--- src/rtl/led_pkg.sv ---
// Shared types and helpers for the LED matrix scan controller.
package led_pkg;

    localparam int ROWS  = 8;
    localparam int COLS  = 8;
    localparam int LVL_W = 4;

    typedef enum logic [2:0] {
        IDLE,
        FETCH,
        DISPLAY,
        WR_ADDR,
        WR_PULSE,
        WR_ACK
    } state_t;

    function automatic logic [7:0] bin_to_onehot8(input logic [2:0] bin);
        return 8'b1 << bin;
    endfunction

endpackage

--- src/rtl/led_row_pwm.sv ---
// Row shadow register and 16-level PWM generator. Holds the eight brightness
// levels of the row being displayed and produces raw (active-high) column enables.
module led_row_pwm
    import led_pkg::*;
#(
    parameter int PWM_STEP_CYC = 64
) (
    input  logic             clk,
    input  logic             rst_n,
    input  logic             clear,
    input  logic             run,
    input  logic             cap_en,
    input  logic [2:0]       cap_idx,
    input  logic [LVL_W-1:0] cap_data,
    output logic [COLS-1:0]  col_en
);

    localparam int STEP_W = (PWM_STEP_CYC > 1) ? $clog2(PWM_STEP_CYC) : 1;
    localparam logic [STEP_W-1:0] STEP_RELOAD = STEP_W'(PWM_STEP_CYC - 1);

    logic [LVL_W-1:0]  shadow [COLS];
    logic [LVL_W-1:0]  pwm_cnt;
    logic [STEP_W-1:0] step_cnt;

    // Shadow capture during fetch; step down-counter advances pwm_cnt on terminal count.
    always_ff @(posedge clk) begin
        if (!rst_n) begin
            for (int i = 0; i < COLS; i++) begin
                shadow[i] <= '0;
            end
            pwm_cnt  <= '0;
            step_cnt <= '0;
        end else begin
            if (cap_en) begin
                shadow[cap_idx] <= cap_data;
            end
            if (clear) begin
                pwm_cnt  <= '0;
                step_cnt <= STEP_RELOAD;
            end else if (run) begin
                if (step_cnt == '0) begin
                    step_cnt <= STEP_RELOAD;
                    pwm_cnt  <= pwm_cnt + LVL_W'(1);
                end else begin
                    step_cnt <= step_cnt - STEP_W'(1);
                end
            end
        end
    end

    // Level L is lit for L of the 16 PWM steps; level 0 never lights.
    always_comb begin
        col_en = '0;
        for (int c = 0; c < COLS; c++) begin
            col_en[c] = (pwm_cnt < shadow[c]);
        end
    end

endmodule

--- src/rtl/led_scan_ctrl.sv ---
// LED matrix scan sequencer and RAM port arbiter. Fetches one row at a time
// into the PWM shadow, dwells on it, and slips host writes into the dwell time.
//
//   state    | meaning
//   ---------+---------------------------------------------------------------
//   IDLE     | matrix blanked; waits for a write request or scan_en
//   FETCH    | 9 cycles: present 8 column addresses of row r, capture read data
//   DISPLAY  | drive row r with PWM columns until the dwell expires
//   WR_ADDR  | host address/data registered toward the RAM, we low
//   WR_PULSE | we high for exactly one cycle (RAM commits on we rising edge)
//   WR_ACK   | we low, wr_ack pulse, then resume scanning or go idle
module led_scan_ctrl
    import led_pkg::*;
#(
    parameter int PWM_STEP_CYC = 64,
    parameter int ROW_ACT_LOW  = 0,
    parameter int COL_ACT_LOW  = 0
) (
    input  logic             clk,
    input  logic             rst_n,
    input  logic             scan_en,
    input  logic             wr_req,
    input  logic [2:0]       wr_row,
    input  logic [2:0]       wr_col,
    input  logic [LVL_W-1:0] wr_data,
    output logic             wr_ack,
    output logic [ROWS-1:0]  ram_addr_row,
    output logic [COLS-1:0]  ram_addr_col,
    output logic [LVL_W-1:0] ram_data,
    output logic             ram_we,
    input  logic [LVL_W-1:0] ram_led_data,
    output logic [ROWS-1:0]  row_drv,
    output logic [COLS-1:0]  col_drv,
    output logic             frame_start
);

    localparam int DWELL_CYC = 16 * PWM_STEP_CYC;
    localparam int DWELL_W   = $clog2(DWELL_CYC);
    localparam logic [DWELL_W-1:0] DWELL_RELOAD = DWELL_W'(DWELL_CYC - 1);
    localparam logic [3:0] FETCH_LAST = 4'd8;

    state_t             state, state_d;
    logic [2:0]         row_q, row_d;
    logic [3:0]         idx_q, idx_d;
    logic               scanning_q;
    logic [DWELL_W-1:0] dwell_cnt;
    logic               dwell_done;
    logic               in_dwell;

    logic               pwm_clear;
    logic               cap_en;
    logic [2:0]         cap_idx;
    logic [COLS-1:0]    col_en;

    logic [ROWS-1:0]    addr_row_d;
    logic [COLS-1:0]    addr_col_d;
    logic [LVL_W-1:0]   data_d;
    logic               we_d;
    logic               ack_d;
    logic               show_row;
    logic [ROWS-1:0]    row_raw;
    logic [COLS-1:0]    col_raw;

    // State register; scanning_q remembers whether a write interrupted an active scan.
    always_ff @(posedge clk) begin
        if (!rst_n) begin
            state      <= IDLE;
            row_q      <= '0;
            idx_q      <= '0;
            scanning_q <= 1'b0;
        end else begin
            state <= state_d;
            row_q <= row_d;
            idx_q <= idx_d;
            if (state_d == FETCH) begin
                scanning_q <= 1'b1;
            end else if (state_d == IDLE) begin
                scanning_q <= 1'b0;
            end
        end
    end

    // Next-state decision; a dwell that expired during a write is honoured at WR_ACK.
    always_comb begin
        state_d = state;
        row_d   = row_q;
        idx_d   = idx_q;
        case (state)
            IDLE: begin
                if (wr_req) begin
                    state_d = WR_ADDR;
                end else if (scan_en) begin
                    state_d = FETCH;
                    row_d   = '0;
                    idx_d   = '0;
                end
            end
            FETCH: begin
                if (idx_q == FETCH_LAST) begin
                    state_d = DISPLAY;
                end else begin
                    idx_d = idx_q + 4'd1;
                end
            end
            DISPLAY: begin
                if (!scan_en) begin
                    state_d = IDLE;
                end else if (dwell_done) begin
                    state_d = FETCH;
                    row_d   = row_q + 3'd1;
                    idx_d   = '0;
                end else if (wr_req) begin
                    state_d = WR_ADDR;
                end
            end
            WR_ADDR:  state_d = WR_PULSE;
            WR_PULSE: state_d = WR_ACK;
            WR_ACK: begin
                if (!scan_en || !scanning_q) begin
                    state_d = IDLE;
                end else if (dwell_done) begin
                    state_d = FETCH;
                    row_d   = row_q + 3'd1;
                    idx_d   = '0;
                end else begin
                    state_d = DISPLAY;
                end
            end
            default: state_d = IDLE;
        endcase
    end

    // Dwell down-counter: reloaded throughout FETCH, parks at zero so expiry is sticky.
    always_ff @(posedge clk) begin
        if (!rst_n) begin
            dwell_cnt <= '0;
        end else if (state == FETCH) begin
            dwell_cnt <= DWELL_RELOAD;
        end else if (in_dwell && (dwell_cnt != '0)) begin
            dwell_cnt <= dwell_cnt - DWELL_W'(1);
        end
    end

    // Control strobes for the row/PWM datapath.
    always_comb begin
        in_dwell   = (state inside {DISPLAY, WR_ADDR, WR_PULSE, WR_ACK});
        dwell_done = (dwell_cnt == '0);
        pwm_clear  = (state == FETCH);
        cap_en     = (state == FETCH) && (idx_q != 4'd0);
        cap_idx    = 3'(idx_q - 4'd1);
    end

    led_row_pwm #(
        .PWM_STEP_CYC (PWM_STEP_CYC)
    ) u_row_pwm (
        .clk      (clk),
        .rst_n    (rst_n),
        .clear    (pwm_clear),
        .run      (in_dwell),
        .cap_en   (cap_en),
        .cap_idx  (cap_idx),
        .cap_data (ram_led_data),
        .col_en   (col_en)
    );

    // Output decode: next values for the registered RAM port, plus the matrix drives.
    always_comb begin
        addr_row_d = ram_addr_row;
        addr_col_d = ram_addr_col;
        data_d     = ram_data;
        if ((state_d == FETCH) && !idx_d[3]) begin
            addr_row_d = bin_to_onehot8(row_d);
            addr_col_d = bin_to_onehot8(idx_d[2:0]);
        end else if (state_d == WR_ADDR) begin
            addr_row_d = bin_to_onehot8(wr_row);
            addr_col_d = bin_to_onehot8(wr_col);
            data_d     = wr_data;
        end
        we_d  = (state_d == WR_PULSE);
        ack_d = (state_d == WR_ACK);

        show_row = (state == FETCH) || (in_dwell && scanning_q);
        row_raw  = show_row ? bin_to_onehot8(row_q) : '0;
        col_raw  = (show_row && (state != FETCH)) ? col_en : '0;
        row_drv  = (ROW_ACT_LOW != 0) ? ~row_raw : row_raw;
        col_drv  = (COL_ACT_LOW != 0) ? ~col_raw : col_raw;

        frame_start = (state == FETCH) && (idx_q == 4'd0) && (row_q == 3'd0);
    end

    // RAM-facing outputs are registered so the RAM sees clean one-hot addresses and we.
    always_ff @(posedge clk) begin
        if (!rst_n) begin
            ram_addr_row <= 8'h01;
            ram_addr_col <= 8'h01;
            ram_data     <= '0;
            ram_we       <= 1'b0;
            wr_ack       <= 1'b0;
        end else begin
            ram_addr_row <= addr_row_d;
            ram_addr_col <= addr_col_d;
            ram_data     <= data_d;
            ram_we       <= we_d;
            wr_ack       <= ack_d;
        end
    end

endmodule

--- config.mk ---
export PLATFORM = sky130hd
export DESIGN_NAME = led_scan_ctrl
export DESIGN_NICKNAME = d
export VERILOG_FILES = /design/src/rtl/led_pkg.sv /design/src/rtl/led_row_pwm.sv /design/src/rtl/led_scan_ctrl.sv
export SDC_FILE = /design/constraint.sdc
export NUM_CORES = 1
export LEC_CHECK = 0
export ABC_CLOCK_PERIOD_IN_PS = 2500
export BUFFER_PORTS_ARGS = -buffer_cell sky130_fd_sc_hd__buf_4
export CAP_MARGIN = 15
export CORE_MARGIN = 4
export CORE_UTILIZATION = 40
export DETAILED_ROUTE_END_ITERATION = 7
export PLACE_DENSITY = 0.67
export SLEW_MARGIN = 20
export SYNTH_ARGS = -nofsm -noshare
export SYNTH_HDL_FRONTEND = slang
export SYNTH_HIERARCHICAL = 1
export SYNTH_SLANG_ARGS = --single-unit
--- constraint.sdc ---
create_clock -name clk -period 2.5 [get_ports clk]
set_input_delay 0.125 -clock clk [delete_from_list [all_inputs] [get_ports clk]]
set_output_delay 0.125 -clock clk [all_outputs]
set_load 0.1 [all_outputs]
==> metrics.md, run 1 <==
| Metric | Value |
|---|---|
| Final Hold Slack | `42.3 ps` |
| Die area | `13900 um2` |
| Clk_lat worst skew | `330 ps` |
| PwrDens | `712 nW/um2` |
| Cell count after placement | `765` |
| Reg-to-Reg End | `ram_addr_row[0]` |
| Sw power | `1.50 mW` |
| Slowest CP cell | `or4b_4` |
| Reg clk slew, reported paths | `60 ps` |
| Clock sink total | `85` |
| Antenna violations before repair | `0` |
| Most common cell after layout, fill and taps aside | `buf_4` |
| Fmax | `388 MHz` |
| Synth unique cells | `68` |
| Post-synth ARST share | `0%` |
| Seq cells post-synth | `85` |
| Core area | `11600 um2` |
| Layout Cell Area excl Fill | `6420 um2` |
| WP data required | `2720 ps` |
| RSZ-0062 raised after global routing | `true` |
| GRT Resource Usage Total | `17.3%` |
| # IOs | `57` |
| Die Span X | `118 um` |
| Chip height | `118 um` |
| Crit end category | `flop` |
| Failing checks | `setup timing` |
| Sequential area share after synthesis | `41.8%` |
| Reg2reg path depth | `10` |
| Share of cells above drive strength 1 | `28.6%` |
| Num CTS Buffers | `9` |
| Drt first pass iters | `5` |
| Syn avg cell area | `9.22 um2` |
| Worst-path fanout max | `5` |
| Vias | `4123` |
| Detailed placer's ending HPWL | `8720 um` |
| Worst Hold Class | `in2reg` |
| Clock buffer depth | `2` |
| Tightest Pin Transition | `549 ps` |
| Clock Skews | `7.02 ps` |
| Vias in the first global route | `4225` |
| Syn_nets | `579` |
| Number of setup violations in the final report | `11` |
| Final WS setup | `-74.9 ps` |
| Final #Nets | `692` |
| Delay of the slowest critical-path stage | `470 ps` |
| Starting Density | `41.7%` |
| Final weighted congestion in routability-driven placement | `0.866` |
| Internal | `3.07 mW` |
| Pleak | `2.88 nW` |
| I/O Buffers | `56` |
| Ys flop type | `dfxtp_1` |
| Slew headroom | `63.2%` |
| Crit path DAT | `2790 ps` |
| Area delta synth->final | `32.6%` |
| Via density | `5.25` |
| First-pass GRT wire length | `20100 um` |
| EDFF count, synth | `32` |
| CP Capture Point | `ram_addr_row[0]` |
| Outcome | `finished, violations left` |
| # DRC | `0` |
| Pin count of the biggest net entering global routing | `28` |
| Root Buffer | `clkbuf_16` |
| Yosys top cell area share | `21.9%` |
| Part of the power in registers | `35.9%` |
| Warnings from Yosys | `6` |
| Total of max-cap violations | `0` |
| Overall power | `4.57 mW` |
| Final clock period utilization by the worst path | `103%` |
| Htree depth | `3` |
| Crit path time final | `2570 ps` |
| Most frequent cells in the layout | `buf_4 (114), dfxtp_1 (52), inv_1 (40)` |
| Post-Syn Area | `4840 um2` |
| Iteration-0 DRC Markers | `228` |
| Crit path launch type | `flop` |
| Clk pwr share | `32.2%` |
| CTS tree | `built` |
| Leading post-synthesis cells by cell area | `dfxtp_1 (22%), edfxtp_1 (20%), ha_1 (9.3%)` |
| Worst setup path category | `reg2reg` |
| Antenna-violating nets left | `0` |
| Critical R2R Launch | `dwell_cnt[1]` |
| Wire length per cell after detailed routing | `15.3 um` |
| Cells after synthesis | `525` |
| Fillers | `1058` |
| Cell Chain, Critical Path | `inv_2 -> ha_4 -> or4b_4 -> or3_4 -> o211ai_4 -> nand3_4 -> buf_6 -> o21ai_4 -> o31ai_4 -> a221o_1` |
| Post-synth top area cell | `dfxtp_1` |
| Setup slack, reg-to-reg | `-70 ps` |
| # diodes | `0` |
| Maximum VDD drop | `0.514 mV` |
| Layout Cells excl Fill | `786` |
| Routed wire length | `12000 um` |
| Cts-stage hold buffer count | `0` |
| Final core utilization | `55.3%` |
| Hold Fails Final Rpt | `0` |
| Gate power share | `31.9%` |
| Row count | `39` |
| CP Launch Point | `dwell_cnt[1]` |
| Overflow after GRT | `0` |
| Final Slew Violations | `0` |
| Switching share of total power | `32.9%` |
| Placed cell area | `5800 um2` |
-- cell usage after synthesis (4+ instances only) --
cell / count
a21o_1: 18
a21oi_1: 33
a221o_1: 4
a31oi_1: 6
and2_1: 39
and3_1: 18
clkbuf_1: 14
dfxtp_1: 53
edfxtp_1: 32
ha_1: 36
inv_1: 42
nand2_1: 39
nand2b_1: 16
nand3_1: 8
nor2_1: 35
nor2b_1: 5
nor3_1: 14
nor4_1: 4
o21ai_0: 17
o2bb2ai_1: 4
o31ai_1: 4
xnor2_1: 8
xor2_1: 7
-- through the flow --
stage	worst slack (ps)	TNS (ps)
CTS	-133	-936
detailed placement	-242	-2360
finish	-74.9	-284
global route	-151	-1980
global placement	-145	-1220
floorplan	4.29	0
-- how the worst min path moves through the flow --
stage                          start           to  slack, ps  cells past startpoint
after global routing      wr_data[3]  ram_data[3]         40                      3
after CTS                 wr_data[3]  ram_data[3]         40                      3
final                     wr_data[3]  ram_data[3]         40                      3
after floorplan           wr_data[0]  ram_data[0]        260                      2
after detailed placement  wr_data[3]  ram_data[3]        390                      3
after global placement    wr_data[3]  ram_data[3]        370                      3
-- power by group through the flow --
stage	clock network, mW	registers (mW)	logic [mW]
2_1_floorplan	0	1.85	0.693
3_3_place_gp	0	1.66	1.30
3_5_place_dp	0	1.67	1.32
4_1_cts	1.49	1.64	1.41
5_1_grt	1.56	1.66	1.57
6_report	1.47	1.64	1.46
-- cell type report --
| cell class | count | area, um2 | share of cell area [%] |
|---|---|---|---|
| Tap cell | 143 | 179 | 2.79 |
| Sequential cell | 85 | 2020 | 31.5 |
| Timing Repair Buffer | 120 | 923 | 14.4 |
| Clock inverter | 2 | 35.0 | 0.546 |
| Multi-Input combinational cell | 379 | 2790 | 43.5 |
| Clock buffer | 14 | 307 | 4.77 |
| Inverter | 43 | 161 | 2.51 |
-- critical path: cells and delay by family (launching register included) --
kind                       cells  cell delay, ps
buffers and inverters          2             240
and+or+nand+nor                3            1020
adders and majority gates      1             140
AOI/OAI and AO/OA              4             750
DFF                            1             320
-- registers in the layout (all words and copies together), names as in the netlist --
| register | count |
|---|---|
| u_row_pwm/shadow | 32 |
| dwell_cnt | 10 |
| ram_addr_col | 8 |
| ram_addr_row | 8 |
| u_row_pwm/step_cnt | 6 |
| idx_q | 4 |
| ram_data | 4 |
| u_row_pwm/pwm_cnt | 4 |
| row_q | 3 |
| state | 3 |
| ram_we | 1 |
| scanning_q | 1 |
| wr_ack | 1 |
-- kinds of logic (layout without fill, tap and decap cells) --
group / after synthesis / count (layout) / share of synthesized area [%]
muxes: 3 / 3 / 0.620
AOI/OAI and AO/OA: 115 / 115 / 16.1
adders and majority gates: 36 / 36 / 9.30
buffers and inverters: 61 / 179 / 5.09
DFF: 85 / 85 / 41.8
and+or+nand+nor: 210 / 210 / 24.4
xor gates and xnor gates: 15 / 15 / 2.71
-- per-layer routing --
| metal | vias up | track usage [%] | wire [um] |
|---|---|---|---|
| met5 | - | 0 | 0 |
| met4 | 0 | 5.35 | 120 |
| met3 | 11 | 3.46 | 515 |
| met2 | 94 | 30.8 | 6050 |
| met1 | 1939 | 21.0 | 5360 |
| li1 | 2079 | - | - |
-- timing repair --
item / 4_1_cts / 5_1_grt
pin swaps: 12 / 7
buffers inserted: 1 / 4
cloned: 0 / 0
gates resized for setup: 40 / 12
setup endpoints to repair: 16 / 18
Power figures use the tool's default switching activity.
==> run 2, diff against run 1 <==
ABC_CLOCK_PERIOD_IN_PS = 2900   (was 2500)
PLACE_DENSITY = 0.64   (was 0.67)
clock period = 2.9 ns   (was 2.5 ns; I/O delays follow)
==> run 2 against run 1 <==
  * Critical endpoint is now ram_addr_col[1]
  * Count of clock-buffer cells in the layout shrank 4
  * The flow now finishes without violations
  * Critical path type unchanged
  * Setup slack gained 240 ps
  * Sequential cell count is the same
  * Hold slack gained 20 ps
==> metrics.md, run 2 (same netlist as run 1, synthesis figures left out) <==
| Metric | Value |
|---|---|
| First-pass GRT wire length | `18400 um (-8.1%)` |
| Worst setup path category | `reg2reg` |
| GR met3 Demand/Resource | `4.08% (+0.62 points)` |
| Htree depth | `3 (unchanged)` |
| Peak-usage layer in the global routing report | `met2` |
| Layout Cell Area excl Fill | `5760 um2 (-10%)` |
| Tightest Pin Transition | `709 ps (+160 ps)` |
| Maximum VDD drop | `0.407 mV (-21%)` |
| Most flops, register | `u_row_pwm/shadow` |
| Crit path time final | `2740 ps (+165 ps)` |
| Root Buffer | `clkbuf_16` |
| Antenna-violating nets left | `0 (unchanged)` |
| Overflow after GRT | `0 (unchanged)` |
| Cell Chain, Critical Path | `inv_1 -> ha_1 -> nor4b_1 -> a32oi_1 -> or3_1 -> a21oi_4 -> nand3_2 -> or3_1 -> a31oi_1` |
| Final weighted congestion in routability-driven placement | `0.892 (+3.0%)` |
| Clk_lat worst skew | `330 ps (about the same)` |
| Cts-stage hold buffer count | `0 (unchanged)` |
| GRT Resource Usage Total | `16.1% (-1.2 points)` |
| Worst Hold Class | `in2reg` |
| Total of max-cap violations | `0 (unchanged)` |
| # resized after CTS | `0 (-100%)` |
| CP Buf/Inv Count | `1 (-1)` |
| WP data required | `3150 ps (+430 ps)` |
| Hold Fails Final Rpt | `0 (unchanged)` |
| Crit end category | `flop` |
| Die Span X | `118 um (unchanged)` |
| Num CTS Buffers | `9 (unchanged)` |
| Vias | `3960 (-4.0%)` |
| Share of cells above drive strength 1 | `17.8% (-11 points)` |
| Biggest regs | `u_row_pwm/shadow x32, dwell_cnt x10` |
| # DRC | `0 (unchanged)` |
| Clock Skews | `14.3 ps (+7.26 ps)` |
| Final clock period utilization by the worst path | `94.5% (-8.5 points)` |
| Largest delay share family, worst path | `simple AND/OR/NAND/NOR gates` |
| Detailed placer's ending HPWL | `8130 um (-6.8%)` |
| Setup repair bufs after CTS | `0 (-1)` |
| Reg clk slew, reported paths | `60 ps (about the same)` |
| Core area | `11600 um2 (unchanged)` |
| Area delta synth->final | `18.9%` |
| Crit path launch type | `flop` |
| Final core utilization | `49.6% (-5.7 points)` |
| GRT met1 Usage | `19.9% (-1.1 points)` |
| Pin count of the biggest net entering global routing | `28 (unchanged)` |
| Drt first pass iters | `4 (-1)` |
| Vias in the first global route | `3898 (-7.7%)` |
| Largest register FFs | `32 (unchanged)` |
| Pleak | `2.57 nW (-11%)` |
| GR Layer Usage met2 | `27.2% (-3.6 points)` |
| # diodes | `0 (unchanged)` |
| Final #Nets | `643 (-7.1%)` |
| Wire length per cell after detailed routing | `15.1 um (-1.3%)` |
| Worst-path fanout max | `9 (+4)` |
| Iteration-0 DRC Markers | `225 (-1.3%)` |
| Slew headroom | `52.4% (-11 points)` |
| Antenna violations before repair | `0 (unchanged)` |
| Row count | `39 (unchanged)` |
| I/O Buffers | `56 (unchanged)` |
| PwrDens | `605 nW/um2 (-15%)` |
| Most frequent cells in the layout | `buf_4 (71), dfxtp_1 (53), inv_1 (43)` |
| # IOs | `57 (unchanged)` |
| Slowest CP cell | `or3_1` |
| Crit-path most repeated cell | `or3_1` |
| Chip height | `118 um (unchanged)` |
| Routed wire length | `11100 um (-7.5%)` |
| Most common cell after layout, fill and taps aside | `buf_4` |
| Placed cell area | `5470 um2 (-5.6%)` |
| Crit path DAT | `2990 ps (+200 ps)` |
| Fmax | `365 MHz (-6.0%)` |
| Clock buffer depth | `2 (unchanged)` |
| Clock sink total | `85 (unchanged)` |
| Starting Density | `41.7% (unchanged)` |
| CTS tree | `built` |
| Die area | `13900 um2 (unchanged)` |
| Number of setup violations in the final report | `0 (-11)` |
| Fillers | `1115 (+5.4%)` |
| Fin Setup TNS | `0 ps (+284 ps)` |
| Final Hold Slack | `61.8 ps (+19.6 ps)` |
| Via density | `5.37 (+2.4%)` |
| Final Slew Violations | `0 (unchanged)` |
| Outcome | `complete, no violations` |
| Delay of the slowest critical-path stage | `470 ps (about the same)` |
run 2: cell count changes in the layout (fill, tap and decap cells not counted), moves of 3 or more:
cell / change
nor3_2: -4
buf_6: -6
inv_1: +3
a21oi_2: -3
nor3_1: +4
buf_4: -43
o21ai_0: +3
a21oi_1: +3
run 2: final timing paths:
check	slack, ps	start	depth (start not counted)	endpoint
setup / recovery	160	dwell_cnt[0]	9	ram_addr_col[1]
hold / removal	60	wr_data[0]	3	ram_data[0]
setup reg to reg	160	dwell_cnt[0]	9	ram_addr_col[1]
hold reg to reg	460	ram_data[0]	2	ram_data[0]
run 2: per-stage QoR:
step	cells	setup WS [ps]	total power [mW]
final	737	160	3.48
after global routing	737	-11.2	3.67
after CTS	737	74.4	3.50
after detailed placement	721	88.1	2.46
after global placement	721	19.7	2.44
after floorplan	525	360	2.19
run 2: where the power goes:
group | total (mW) | internal [mW] | switching, mW
Clock | 1.03 | 0.579 | 0.455
Combinational | 1.01 | 0.337 | 0.676
Sequential | 1.43 | 1.34 | 0.0972
Total | 3.48 | 2.25 | 1.23
run 2: metal layers:
layer  wire, um  vias to the layer above  share of wire, %
li1           -                     1989                 -
met1       5050                     1860                45
met2       5500                      101                49
met3        471                       10               4.2
met4        122                        0               1.1
met5          0                        -                 0
run 2: worst min-delay path: stages:
cell	delay, ps
buf_4	110
nand2_1	40
a21oi_1	50
run 2: area by class of cell:
class	count	area (um2)	share of cell area [%]
clock buffers	10	229	3.98
clock inverters	6	40.0	0.696
inverters	43	161	2.80
multi-input cells	379	2590	45.0
flip-flops and latches	85	2020	35.1
well taps	143	179	3.11
repair buffers	71	533	9.26
==> run 3, diff against run 2 <==
CORE_MARGIN = default   (was 4)
==> run 3 against run 2 <==
  * The flow now finishes with violations (DRC)
  * Combinational power barely moved
  * Via count fell by 1.5%
  * Sequential power barely moved
  * Register-to-register slack got worse by 30 ps
  * Maximum frequency fell by 1.2%
  * Sequential cell count did not move
  * First-iteration DRC count fell by 17%
  * Critical endpoint is now ram_addr_col[2]
  * Highest routed layer unchanged
==> metrics.md, run 3 (same netlist as run 1, synthesis figures left out) <==
| Metric | Value |
|---|---|
| Outcome | `finished, violations left` |
| Failing checks | `DRC` |
| Worst Hold Class | `in2reg` |
| Most flops, register | `u_row_pwm/shadow` |
| Via density | `5.28 (-1.8%)` |
| Starting Density | `41.7% (unchanged)` |
| Crit path DAT | `3050 ps (+60 ps)` |
| PwrDens | `635 nW/um2 (+5.0%)` |
| Final Hold Slack | `52.2 ps (-9.64 ps)` |
| Core area | `11600 um2 (unchanged)` |
| Detailed placer's ending HPWL | `8020 um (-1.3%)` |
| Layout Cell Area excl Fill | `5850 um2 (+1.6%)` |
| Wire length per cell after detailed routing | `15.1 um (+0.11%)` |
| Fillers | `1119 (+0.36%)` |
| Critical R2R Launch | `dwell_cnt[0]` |
| Drt first pass iters | `6 (+2)` |
| Final Slew Violations | `0 (unchanged)` |
| Pin count of the biggest net entering global routing | `28 (unchanged)` |
| Die area | `12500 um2 (-9.9%)` |
| Reg clk slew, reported paths | `60 ps (about the same)` |
| Vias | `3899 (-1.5%)` |
| Maximum VDD drop | `0.328 mV (-19%)` |
| WP data required | `3180 ps (+30 ps)` |
| Final clock period utilization by the worst path | `95.6% (+1.2 points)` |
| Crit path time final | `2770 ps (+33.8 ps)` |
| I/O Buffers | `56 (unchanged)` |
| Reg2reg path depth | `9 (unchanged)` |
| Hold Fails Final Rpt | `0 (unchanged)` |
| Clock Skews | `4.98 ps (-9.30 ps)` |
| Tightest Pin Transition | `737 ps (+27.7 ps)` |
| Final #Nets | `645 (+0.31%)` |
| Die Span X | `112 um (-5.1%)` |
| Row count | `39 (unchanged)` |
| First-pass GRT wire length | `18600 um (+0.86%)` |
| Root Buffer | `clkbuf_16` |
| Clk_lat worst skew | `340 ps (about the same)` |
| Overall power | `3.71 mW (+6.7%)` |
| Final weighted congestion in routability-driven placement | `0.872 (-2.3%)` |
| Num CTS Buffers | `9 (unchanged)` |
| Fmax | `361 MHz (-1.2%)` |
| Most common cell after layout, fill and taps aside | `buf_4` |
| Setup slack, reg-to-reg | `130 ps (-30 ps)` |
| Routed wire length | `11200 um (+0.39%)` |
| Pleak | `2.62 nW (+1.8%)` |
| WHS Path Cells | `3 (unchanged)` |
| Cts-stage hold buffer count | `0 (unchanged)` |
| Crit path launch type | `flop` |
| Share of cells above drive strength 1 | `19.1% (+1.3 points)` |
| Clock buffer depth | `2 (unchanged)` |
| Reg-to-Reg End | `ram_addr_col[2]` |
| Vias in the first global route | `3835 (-1.6%)` |
| WHS Endpoint | `ram_data[0]` |
| Antenna-violating nets left | `0 (unchanged)` |
| Antenna violations before repair | `0 (unchanged)` |
| # diodes | `0 (unchanged)` |
| Worst setup path category | `reg2reg` |
| Area delta synth->final | `20.8%` |
| Placed cell area | `5480 um2 (+0.18%)` |
| Clock sink total | `85 (unchanged)` |
| Largest register FFs | `32 (unchanged)` |
| Biggest regs | `u_row_pwm/shadow x32, dwell_cnt x10` |
| Most frequent cells in the layout | `buf_4 (73), dfxtp_1 (53), inv_1 (42)` |
| # IOs | `57 (unchanged)` |
| GRT Resource Usage Total | `18.7% (+2.6 points)` |
| Total of max-cap violations | `0 (unchanged)` |
| # DRC | `3 (+3)` |
| Htree depth | `3 (unchanged)` |
| Worst-path fanout max | `6 (-3)` |
| Chip height | `112 um (-5.1%)` |
| Hold path start | `wr_data[0]` |
| Slew headroom | `50.6% (-1.9 points)` |
| Crit end category | `flop` |
| Iteration-0 DRC Markers | `187 (-17%)` |
| Setup repair bufs after CTS | `0 (unchanged)` |
| CTS tree | `built` |
| Number of setup violations in the final report | `0 (unchanged)` |
| Overflow after GRT | `0 (unchanged)` |
-- run 3: critical path: stages (launching register included) --
cell	delay (ps)
dfxtp_1	340
inv_1	70
ha_1	210
or4b_1	480
or3_4	390
o211ai_2	210
nand3_2	200
nor4_2	370
a2bb2o_2	320
a21oi_2	130
-- run 3: how the worst max path moves through the flow --
stage / startpoint / endpoint / cells past startpoint
finish: dwell_cnt[0] / ram_addr_col[2] / 9
global placement: dwell_cnt[0] / ram_addr_col[4] / 8
detailed placement: dwell_cnt[0] / ram_addr_col[5] / 8
CTS: dwell_cnt[0] / ram_addr_row[2] / 9
global route: dwell_cnt[0] / ram_addr_row[7] / 9
floorplan: dwell_cnt[0] / ram_addr_col[5] / 10
-- run 3: final cells by class --
cell class | count | area [um2] | area share (%)
Multi-Input combinational cell | 379 | 2620 | 44.7
Tap cell | 143 | 179 | 3.06
Sequential cell | 85 | 2020 | 34.6
Clock buffer | 10 | 239 | 4.08
Timing Repair Buffer | 73 | 548 | 9.37
Clock inverter | 6 | 86.3 | 1.48
Inverter | 43 | 161 | 2.76
-- run 3: where the power goes --
group	leakage (nW)	internal, mW	switching, mW
clock network	0.158	0.776	0.475
logic	1.69	0.344	0.683
registers	0.764	1.34	0.100
-- run 3: timing repair --
item,CTS,global route
resized for setup,1,7
pin swaps,0,0
endpoints found under the setup margin,6,11
-- run 3: per-stage QoR --
step                      setup WS [ps]  util, %  TNS [ps]  instances
after floorplan                     360        -         0        525
after global placement             74.0     47.2         0        723
after detailed placement           6.31     47.2         0        723
after CTS                          1.60     50.1         0        739
after global routing              -6.29     50.4     -11.5        739
final                               127     50.4         0        739
-- run 3: layer usage --
metal	share of wire [%]	wire [um]	track usage, %
met4	1.9	215	7.91
met1	47	5250	23.4
met2	47	5280	32.4
met5	0	0	0
met3	3.9	435	2.65
